<file path="config.mk">
export PLATFORM = sky130hd
export DESIGN_NAME = if_id_fifo
export DESIGN_NICKNAME = d
export VERILOG_FILES = /design/src/rtl/if_id_fifo.sv
export SDC_FILE = /design/constraint.sdc
export NUM_CORES = 1
export LEC_CHECK = 0
export ABC_AREA = 1
export CAP_MARGIN = 20
export CORE_UTILIZATION = 62
export DETAILED_ROUTE_END_ITERATION = 7
export PLACE_DENSITY = 0.86
export SLEW_MARGIN = 30
export SYNTH_ARGS = -nofsm -noshare
export SYNTH_HDL_FRONTEND = slang
export SYNTH_SLANG_ARGS = --single-unit
</file>
<file path="constraint.sdc">
create_clock -name clk -period 6.25 [get_ports clk]
set_input_delay 0.625 -clock clk [delete_from_list [all_inputs] [get_ports clk]]
set_output_delay 0.625 -clock clk [all_outputs]
set_load 0.005 [all_outputs]
</file>
<file path="src/rtl/if_id_fifo.sv">
// IF/ID instruction queue: a DEPTH-entry FIFO between fetch and decode followed by
// a registered ID-side output stage, with valid tagging, IF backpressure and occupancy.
module if_id_fifo #(
   parameter int ADDR_W = 32,
   parameter int INST_W = 32,
   parameter int DEPTH  = 4,
   parameter int CNT_W  = $clog2(DEPTH + 1)
) (
   input  logic              clk,
   input  logic              rst,
   input  logic [5:0]        stall,
   input  logic              flush,
   input  logic              if_valid,
   input  logic [ADDR_W-1:0] if_pc,
   input  logic [INST_W-1:0] if_inst,
   output logic              if_ready,
   output logic              id_valid,
   output logic [ADDR_W-1:0] id_pc,
   output logic [INST_W-1:0] id_inst,
   output logic [CNT_W-1:0]  count
);

   localparam int PTR_W = (DEPTH > 1) ? $clog2(DEPTH) : 1;
   localparam logic [CNT_W-1:0] FULL_CNT = CNT_W'(DEPTH);

   logic [ADDR_W-1:0] memPc_q   [DEPTH];
   logic [INST_W-1:0] memInst_q [DEPTH];

   logic [PTR_W-1:0]  rdPtr_q, rdPtr_d;
   logic [PTR_W-1:0]  wrPtr_q, wrPtr_d;
   logic [CNT_W-1:0]  count_q, count_d;
   logic              idValid_q, idValid_d;
   logic [ADDR_W-1:0] idPc_q, idPc_d;
   logic [INST_W-1:0] idInst_q, idInst_d;

   logic push, advance, empty, pop, bypass, wrEn;
   logic unusedStall;

   assign unusedStall = ^{stall[5:3], stall[0]};

   assign if_ready = (count_q < FULL_CNT) && !flush;
   assign push     = if_valid && !stall[1] && if_ready;
   assign advance  = !stall[2];
   assign empty    = (count_q == '0);
   assign pop      = advance && !empty;
   // An instruction arriving at an empty queue while ID advances skips storage entirely.
   assign bypass   = advance && empty && push;
   assign wrEn     = push && !bypass;

   always_comb begin
      rdPtr_d   = rdPtr_q;
      wrPtr_d   = wrPtr_q;
      count_d   = count_q;
      idValid_d = idValid_q;
      idPc_d    = idPc_q;
      idInst_d  = idInst_q;
      if (flush) begin
         rdPtr_d   = '0;
         wrPtr_d   = '0;
         count_d   = '0;
         idValid_d = 1'b0;
         idPc_d    = '0;
         idInst_d  = '0;
      end else begin
         if (wrEn) wrPtr_d = wrPtr_q + 1'b1;
         if (pop)  rdPtr_d = rdPtr_q + 1'b1;
         if (wrEn && !pop)      count_d = count_q + 1'b1;
         else if (pop && !wrEn) count_d = count_q - 1'b1;
         if (advance) begin
            if (pop) begin
               idValid_d = 1'b1;
               idPc_d    = memPc_q[rdPtr_q];
               idInst_d  = memInst_q[rdPtr_q];
            end else if (bypass) begin
               idValid_d = 1'b1;
               idPc_d    = if_pc;
               idInst_d  = if_inst;
            end else begin
               idValid_d = 1'b0;
               idPc_d    = '0;
               idInst_d  = '0;
            end
         end
      end
   end

   always_ff @(posedge clk or posedge rst) begin
      if (rst) begin
         rdPtr_q   <= '0;
         wrPtr_q   <= '0;
         count_q   <= '0;
         idValid_q <= 1'b0;
         idPc_q    <= '0;
         idInst_q  <= '0;
      end else begin
         rdPtr_q   <= rdPtr_d;
         wrPtr_q   <= wrPtr_d;
         count_q   <= count_d;
         idValid_q <= idValid_d;
         idPc_q    <= idPc_d;
         idInst_q  <= idInst_d;
      end
   end

   // Queue storage has no reset; the pointers and count alone define its validity.
   always_ff @(posedge clk) begin
      if (wrEn) begin
         memPc_q[wrPtr_q]   <= if_pc;
         memInst_q[wrPtr_q] <= if_inst;
      end
   end

   assign id_valid = idValid_q;
   assign id_pc    = idPc_q;
   assign id_inst  = idInst_q;
   assign count    = count_q;

endmodule

</file>
==> results.md, run 1 <==
- CTS Root Cell: clkbuf_16
- GR Util All Layers: ~28%
- Detailed Place HPWL: roughly 18000 microns
- I/O Buffers: about 140
- Setup TNS: 0 ns
- Max frequency: 0.334 GHz
- # Post-CTS Setup Buffers: 0
- Slew Limit Fails: 0
- CTS Sinks: ~330
- Register area: between 0.009 and 0.01 sq mm
- CP required: between 6 and 7 ns
- Setup crit start: flush
- Syn nets: between 1500 and 2000
- Avg WL per Cell: roughly 16 microns
- Worst EP arrival: 3.18 ns
- Buf+Inv Stages, Crit Path: 3
- Final min period: 3.00 ns
- Layout cells sized above 1: between 5 and 6%
- Post-synthesis sequential area ratio: 65.7%
- Grt ovf: 0
- Yosys warnings: 0
- Post-CTS sizing: 0
- FILL cells: approximately 1400
- Synth top area share: a little over half
- Outcome: complete, no violations
- HP Class: flip-flop to flip-flop
- Clock buffer depth: 3
- Antenna-violating nets left: 0
- CP max-delay cell: clkdlybuf4s50_1
- Critical path startpoint category: primary input
- Peak supply drop: roughly 0.24 mV
- Yosys reg bits: roughly 330
- Nets@finish: 1765
- Pleak: approximately 8.2 nW
- Final Cycle Share: between 40% and 50%
- Mapped Cells: about 1600
- Crit path max fanout: 34
- Slew margin rel.: a little under two fifths
- Post-Place Cells: ~1900
- CP most frequent cell: nand2_1
- Post-synth cell types: 18
- Final Hold Viols: 0
- Met2 Use GR: between 40% and 50%
- Die Ht: ~150 microns
- Row count: between 50 and 60
- DR DRC count: 0
- # setup viols final: 0
- Die width: 155 microns
- Via count: roughly 11000
- CTS Buf Count: 34
- Vias in the first global route: 10700
- CP Class: primary input to flip-flop
- TritonRoute pass-1 iters: 6
- RSZ-0062 raised after global routing: false
- Area growth, synth to finish: 19.7%
- Worst Setup End Kind: flip-flop
- CTS tree: done
- Total Wirelength: 32400 microns
- Vias/cell: roughly 5.3
- Final Wtd Congestion: 0.750
- Most Crowded Layer GR: met2
- Starting Density: between 60 and 70%
- First-pass GRT wire length: approximately 52000 microns
- Cell Pwr Density: roughly 350 mW/mm^2
- CP Cell Sequence: clkdlybuf4s50_1 -> inv_2 -> nand2_1 -> nor2_1 -> nand2_1 -> nor2_4 -> buf_12
- Grt met1 use: about a third
- Htree depth: 2
- Kind of cell adding the most delay to the critical path: buffers and inverters
- Max_cap viols: 0
- RR Startpoint: rdPtr_q[0]$_DFFE_PP0P_
- # IOs: between 100 and 150
- Syn Area/Cell: about 9 sq um
- CTS Hold Buffers Added: 0
- Cell area after synthesis: roughly 0.014 sq mm
- Area contributors post-synth: edfxtp_1 53%, nand2_1 19%, dfrtp_1 12%, inv_1 7.2%, nand3_1 4.7%
- Fin cells: roughly 2000
- Largest net degree at the start of global routing: between 70 and 80
- Die footprint: 0.0239 sq mm
- Area leader, netlist: edfxtp_1
- CTS clk-pin slew, worst paths: 0.06 ns
- Clock latency on the worst-skew pair: around 0.51 ns
- Initial antenna violation count: 2
- Crit path largest cell delay: a little under 0.6 ns
- Hold WS: approximately 0.48 ns
- 1st-iter DRT viols: around 830
- Hold Startpoint: id_pc[3]$_DFFE_PP0P_
- Core area: 0.0227 sq mm
- Clock skew: between 0.008 and 0.009 ns
- Multi-input logic area: ~0.0036 sq mm
- Met3 GRT Util: about 5.4%
- Worst slew pin tran: ~0.94 ns
## path summary, 6_finish.rpt
| kind | depth (start not counted) | slack [ns] | endpoint |
|---|---|---|---|
| hold / removal | 2 | 0.48 | id_pc[3]$_DFFE_PP0P_ |
| setup / recovery | 7 | 3.25 | memInst_q[2][23]$_DFFE_PP_ |
| setup reg to reg | 9 | 3.38 | id_inst[2]$_DFFE_PP0P_ |
| hold reg to reg | 2 | 0.48 | id_pc[3]$_DFFE_PP0P_ |
| max in group asynchronous | 3 | 4.98 | rdPtr_q[0]$_DFFE_PP0P_ |
| min in group asynchronous | 3 | 0.62 | id_pc[8]$_DFFE_PP0P_ |
## stage by stage
stage	worst slack (ns)	total power, mW	util [%]	instance area [sq um]
6_report	3.25	5.97	76.1	17300
3_5_place_dp	2.80	3.87	70.7	16100
5_1_grt	3.12	6.24	76.1	17300
3_3_place_gp	2.44	3.82	70.6	16000
4_1_cts	3.31	5.99	76.0	17300
2_1_floorplan	2.06	3.38	-	14400
## kinds of logic after synthesis
kind of cell    Yosys count  synth area share (%)
simple gates            875                  24.0
buf+inv                 348                  9.49
flops                   328                  65.7
compound gates            8                 0.355
fa+ha+maj                 5                 0.485
## cell usage in the layout, fill, tap and decap left out, drive strengths merged
| cell type | count |
|---|---|
| fa | 1 |
| a21oi | 3 |
| diode | 1 |
| clkdlybuf4s50 | 138 |
| inv | 278 |
| bufinv | 5 |
| nor2 | 12 |
| clkinvlp | 3 |
| nand2 | 726 |
| edfxtp | 256 |
| clkinv | 10 |
| clkbuf | 44 |
| buf | 18 |
| dfrtp | 72 |
| nand3 | 137 |
| ha | 4 |
| o21ai | 5 |
## worst register-to-register path, stage by stage (launching register included)
cell and delay, ns:
dfrtp_4 0.76, inv_4 0.58, buf_4 0.75, nand2_1 0.17, nand3_1 0.12, nand2_1 0.09, nand2_1 0.08, nand2_1 0.08
nand2_1 0.07, nand2_1 0.06
## layout make-up
cell class / count / area share (%)
Sequential cell: 328 / 54.9
Multi-Input combinational cell: 888 / 21.0
Timing Repair Buffer: 156 / 9.10
Inverter: 278 / 6.06
Clock buffer: 44 / 5.57
Tap cell: 285 / 2.06
Clock inverter: 18 / 1.31
Antenna cell: 1 / 0.0145
## Yosys cell counts, drive strengths merged
cell type,instances
o21ai,5
inv,278
a21oi,3
ha,4
fa,1
edfxtp,256
buf,51
nor2,12
nand2,726
clkbuf,19
dfrtp,72
nand3,137
## sequential cells by signal (all words and copies together), names as in the netlist
name / count
memPc_q: 128
id_inst: 32
count: 3
rdPtr_q: 2
id_valid: 1
id_pc: 32
memInst_q: 128
wrPtr_q: 2
## report_power, final
group	internal (mW)	switching [mW]	total [mW]
Combinational	0.471	0.775	1.25
Clock	1.30	0.824	2.13
Sequential	2.49	0.107	2.60
Total	4.26	1.71	5.97
## metal layers
| metal | wire (microns) | up-vias |
|---|---|---|
| li1 | - | 5046 |
| met1 | 12500 | 4988 |
| met2 | 16400 | 445 |
| met3 | 2710 | 68 |
| met4 | 765 | 0 |
| met5 | 0 | - |
No activity file was read; power rests on OpenSTA's default activity.
==> run 2: changes to the inputs <==
- CORE_UTILIZATION: 62 -> 52
- PLACE_DENSITY: 0.86 -> 0.77
- clock period: 6.25 -> 2.6 ns (I/O delays scaled with it)
==> results.md, run 2 (same netlist as run 1, synthesis figures left out) <==
- # IOs: 143 (unchanged)
- Outcome: complete, no violations (unchanged)
- Most Crowded Layer GR: met2 (unchanged)
- Core Util, Final: 64.7% (was 76.1%)
- # setup viols final: 0 (unchanged)
- Nets@finish: 1776 (was 1765)
- Avg WL per Cell: 15.5 microns (was 16.2 microns)
- CTS tree: done (unchanged)
- HP Class: primary input to async pin (was flip-flop to flip-flop)
- Htree depth: 2 (unchanged)
- GR Util All Layers: 23.5% (was 28.0%)
- # Post-CTS Setup Buffers: 0 (unchanged)
- Pleak: 8.28 nW (was 8.21 nW)
- Most frequent cells in the layout: 726 x nand2_1, 273 x inv_1, 256 x edfxtp_1 (unchanged)
- Setup crit start: count[2]$_DFFE_PP0P_ (was flush)
- Vias in the first global route: 10500 (was 10700)
- Slew margin rel.: 40.9% (was 37.7%)
- CTS Root Cell: clkbuf_16 (unchanged)
- Final Cycle Share: between 80% and 90%
- Worst R2R End: count[2]$_DFFE_PP0P_ (was id_inst[2]$_DFFE_PP0P_)
- Worst r2r path cells: 7 (was 9)
- Worst EP arrival: 2.53 ns (was 3.18 ns)
- CTS Buf Count: 35 (was 34)
- Vias/cell: 4.97 (was 5.28)
- CP Class: flip-flop to flip-flop (was primary input to flip-flop)
- Final min period: ~2.1 ns
- Total Wirelength: 32400 microns (about the same)
- Met3 GRT Util: 4.02% (was 5.38%)
- Max frequency: 0.479 GHz
- Detailed Place HPWL: 19100 microns (was 17900 microns)
- Max_cap viols: 0 (unchanged)
- Core area: 0.0271 sq mm (was 0.0227 sq mm)
- Final Worst Setup Slack: 0.513 ns (was 3.25 ns)
- I/O Buffers: 138 (unchanged)
- Grt ovf: 0 (unchanged)
- Diode count: 0 (was 1)
- TritonRoute pass-1 iters: 5 (was 6)
- Clock buffer depth: 3 (unchanged)
- DR DRC count: 0 (unchanged)
- Peak supply drop: 0.664 mV (was 0.245 mV)
- Antenna-violating nets left: 0 (unchanged)
- Starting Density: 53.3% (was 63.6%)
- Worst Setup End Kind: flip-flop (unchanged)
- CP required: 3.04 ns (was 6.44 ns)
- Initial antenna violation count: 0 (was 2)
- Cell Pwr Density: 817 mW/mm^2 (was 345 mW/mm^2)
- Worst slew pin tran: 0.886 ns (was 0.935 ns)
- Hold WS: 0.0797 ns (was 0.476 ns)
- Area growth, synth to finish: 21.4% (was 19.7%)
- 1st-iter DRT viols: 886 (was 827)
- Largest net degree at the start of global routing: 68 (was 76)
- Layout cells sized above 1: 5.80% (was 5.14%)
- Final Wtd Congestion: 0.795 (was 0.750)
- CTS clk-pin slew, worst paths: 0.06 ns (about the same)
- Post-Place Cells: 2032 (was 1934)
- Crit path capture: count[2]$_DFFE_PP0P_ (was memInst_q[2][23]$_DFFE_PP_)
- R2R Setup Slk: 0.51 ns (was 3.38 ns)
- Via count: 10400 (was 10500)
- CP max-delay cell: buf_4 (was clkdlybuf4s50_1)
- Clock skew: 0.0244 ns (was 0.00888 ns)
- Row count: 60 (was 55)
- Clock latency on the worst-skew pair: 0.52 ns (was 0.51 ns)
- Die width: 169 microns (was 155 microns)
- First-pass GRT wire length: 52500 microns (was 51900 microns)
- Slew Limit Fails: 0 (unchanged)
- Die Ht: 169 microns (was 155 microns)
- Grt met1 use: 30.6% (was 34.7%)
- Final Hold Viols: 0 (unchanged)
- CP Cell Sequence: nor2_2 -> a21oi_4 -> buf_4 -> nand2_1 -> nand2_1 -> nand3_1 -> nand2_1 (was clkdlybuf4s50_1 -> inv_2 -> nand2_1 -> nor2_1 -> nand2_1 -> nor2_4 -> buf_12)
- DP Worst Slack: 0.304 ns (was 2.80 ns)
- CTS Hold Buffers Added: 0 (unchanged)
- Crit path max fanout: 67 (was 34)
- Post-CTS sizing: 0 (unchanged)
- RSZ-0062 raised after global routing: false (unchanged)
- Die footprint: 0.0284 sq mm (was 0.0239 sq mm)
- RR Startpoint: count[2]$_DFFE_PP0P_ (was rdPtr_q[0]$_DFFE_PP0P_)
- Met2 Use GR: 40.5% (was 48.5%)
- Fin cells: 2095 (was 1998)
- Crit path largest cell delay: 0.71 ns (was 0.58 ns)
- CTS Sinks: 328 (unchanged)
- Largest regs: memInst_q: 128 flops, memPc_q: 128 flops (unchanged)
- CP most frequent cell: nand2_1 (unchanged)
- Most common cell after layout, fill and taps aside: nand2_1 (unchanged)
- Critical path startpoint category: flip-flop (was primary input)
run 2: cell types whose count changed in the layout (fill, tap and decap cells not counted), sizes merged:
cell      previous run  this run
diode                1         0
inv                278       281
clkbuf              44        41
buf                 18        28
clkinvlp             3         1
clkinv              10        13
run 2: final cells by class:
class | instances | area [sq um]
sequential | 328 | 9490
timing repair buffer | 166 | 1730
multi-input combinational | 888 | 3630
clock buffer | 41 | 918
fill | 2057 | 9570
tap | 372 | 465
clock inverter | 22 | 249
inverter | 278 | 1050
run 2: how the worst min path moves through the flow:
stage,startpoint,to,slack (ns),depth (start not counted)
after floorplan,if_inst[0],memInst_q[0][0]$_DFFE_PP_,0.36,0
after global placement,id_pc[2]$_DFFE_PP0P_,id_pc[2]$_DFFE_PP0P_,0.46,2
after detailed placement,id_pc[25]$_DFFE_PP0P_,id_pc[25]$_DFFE_PP0P_,0.46,2
after CTS,rst,rdPtr_q[0]$_DFFE_PP0P_,0.07,2
after global routing,rst,rdPtr_q[0]$_DFFE_PP0P_,0.12,2
final,rst,rdPtr_q[0]$_DFFE_PP0P_,0.08,2
run 2: stage by stage:
step	cell area [sq um]	setup TNS (ns)	power, mW
2_1_floorplan	14500	-98.62	8.13
3_3_place_gp	16400	0	9.27
3_5_place_dp	16400	0	9.37
4_1_cts	17500	0	14.4
5_1_grt	17500	0	15.0
6_report	17500	0	14.3
run 2: per-layer routing:
metal | vias up | part of all wire, %
met5 | - | 0
li1 | 5066 | -
met4 | 0 | 2.2
met1 | 4899 | 42
met3 | 51 | 7.5
met2 | 391 | 48
run 2: critical path, delay by kind of cell, from the launching register on:
family                 cells  cell delay (ns)
flip-flops                 1             0.49
buffers and inverters      1             0.71
AO/OA/AOI/OAI              1             0.17
AND/OR/NAND/NOR            5             0.65
run 2: where the power goes:
part | leakage [nW] | switching (mW) | internal (mW) | total, mW
Combinational | 4.43 | 1.90 | 1.19 | 3.09
Sequential | 3.28 | 0.221 | 5.99 | 6.21
Clock | 0.579 | 1.99 | 3.04 | 5.03
Total | 8.28 | 4.11 | 10.2 | 14.3
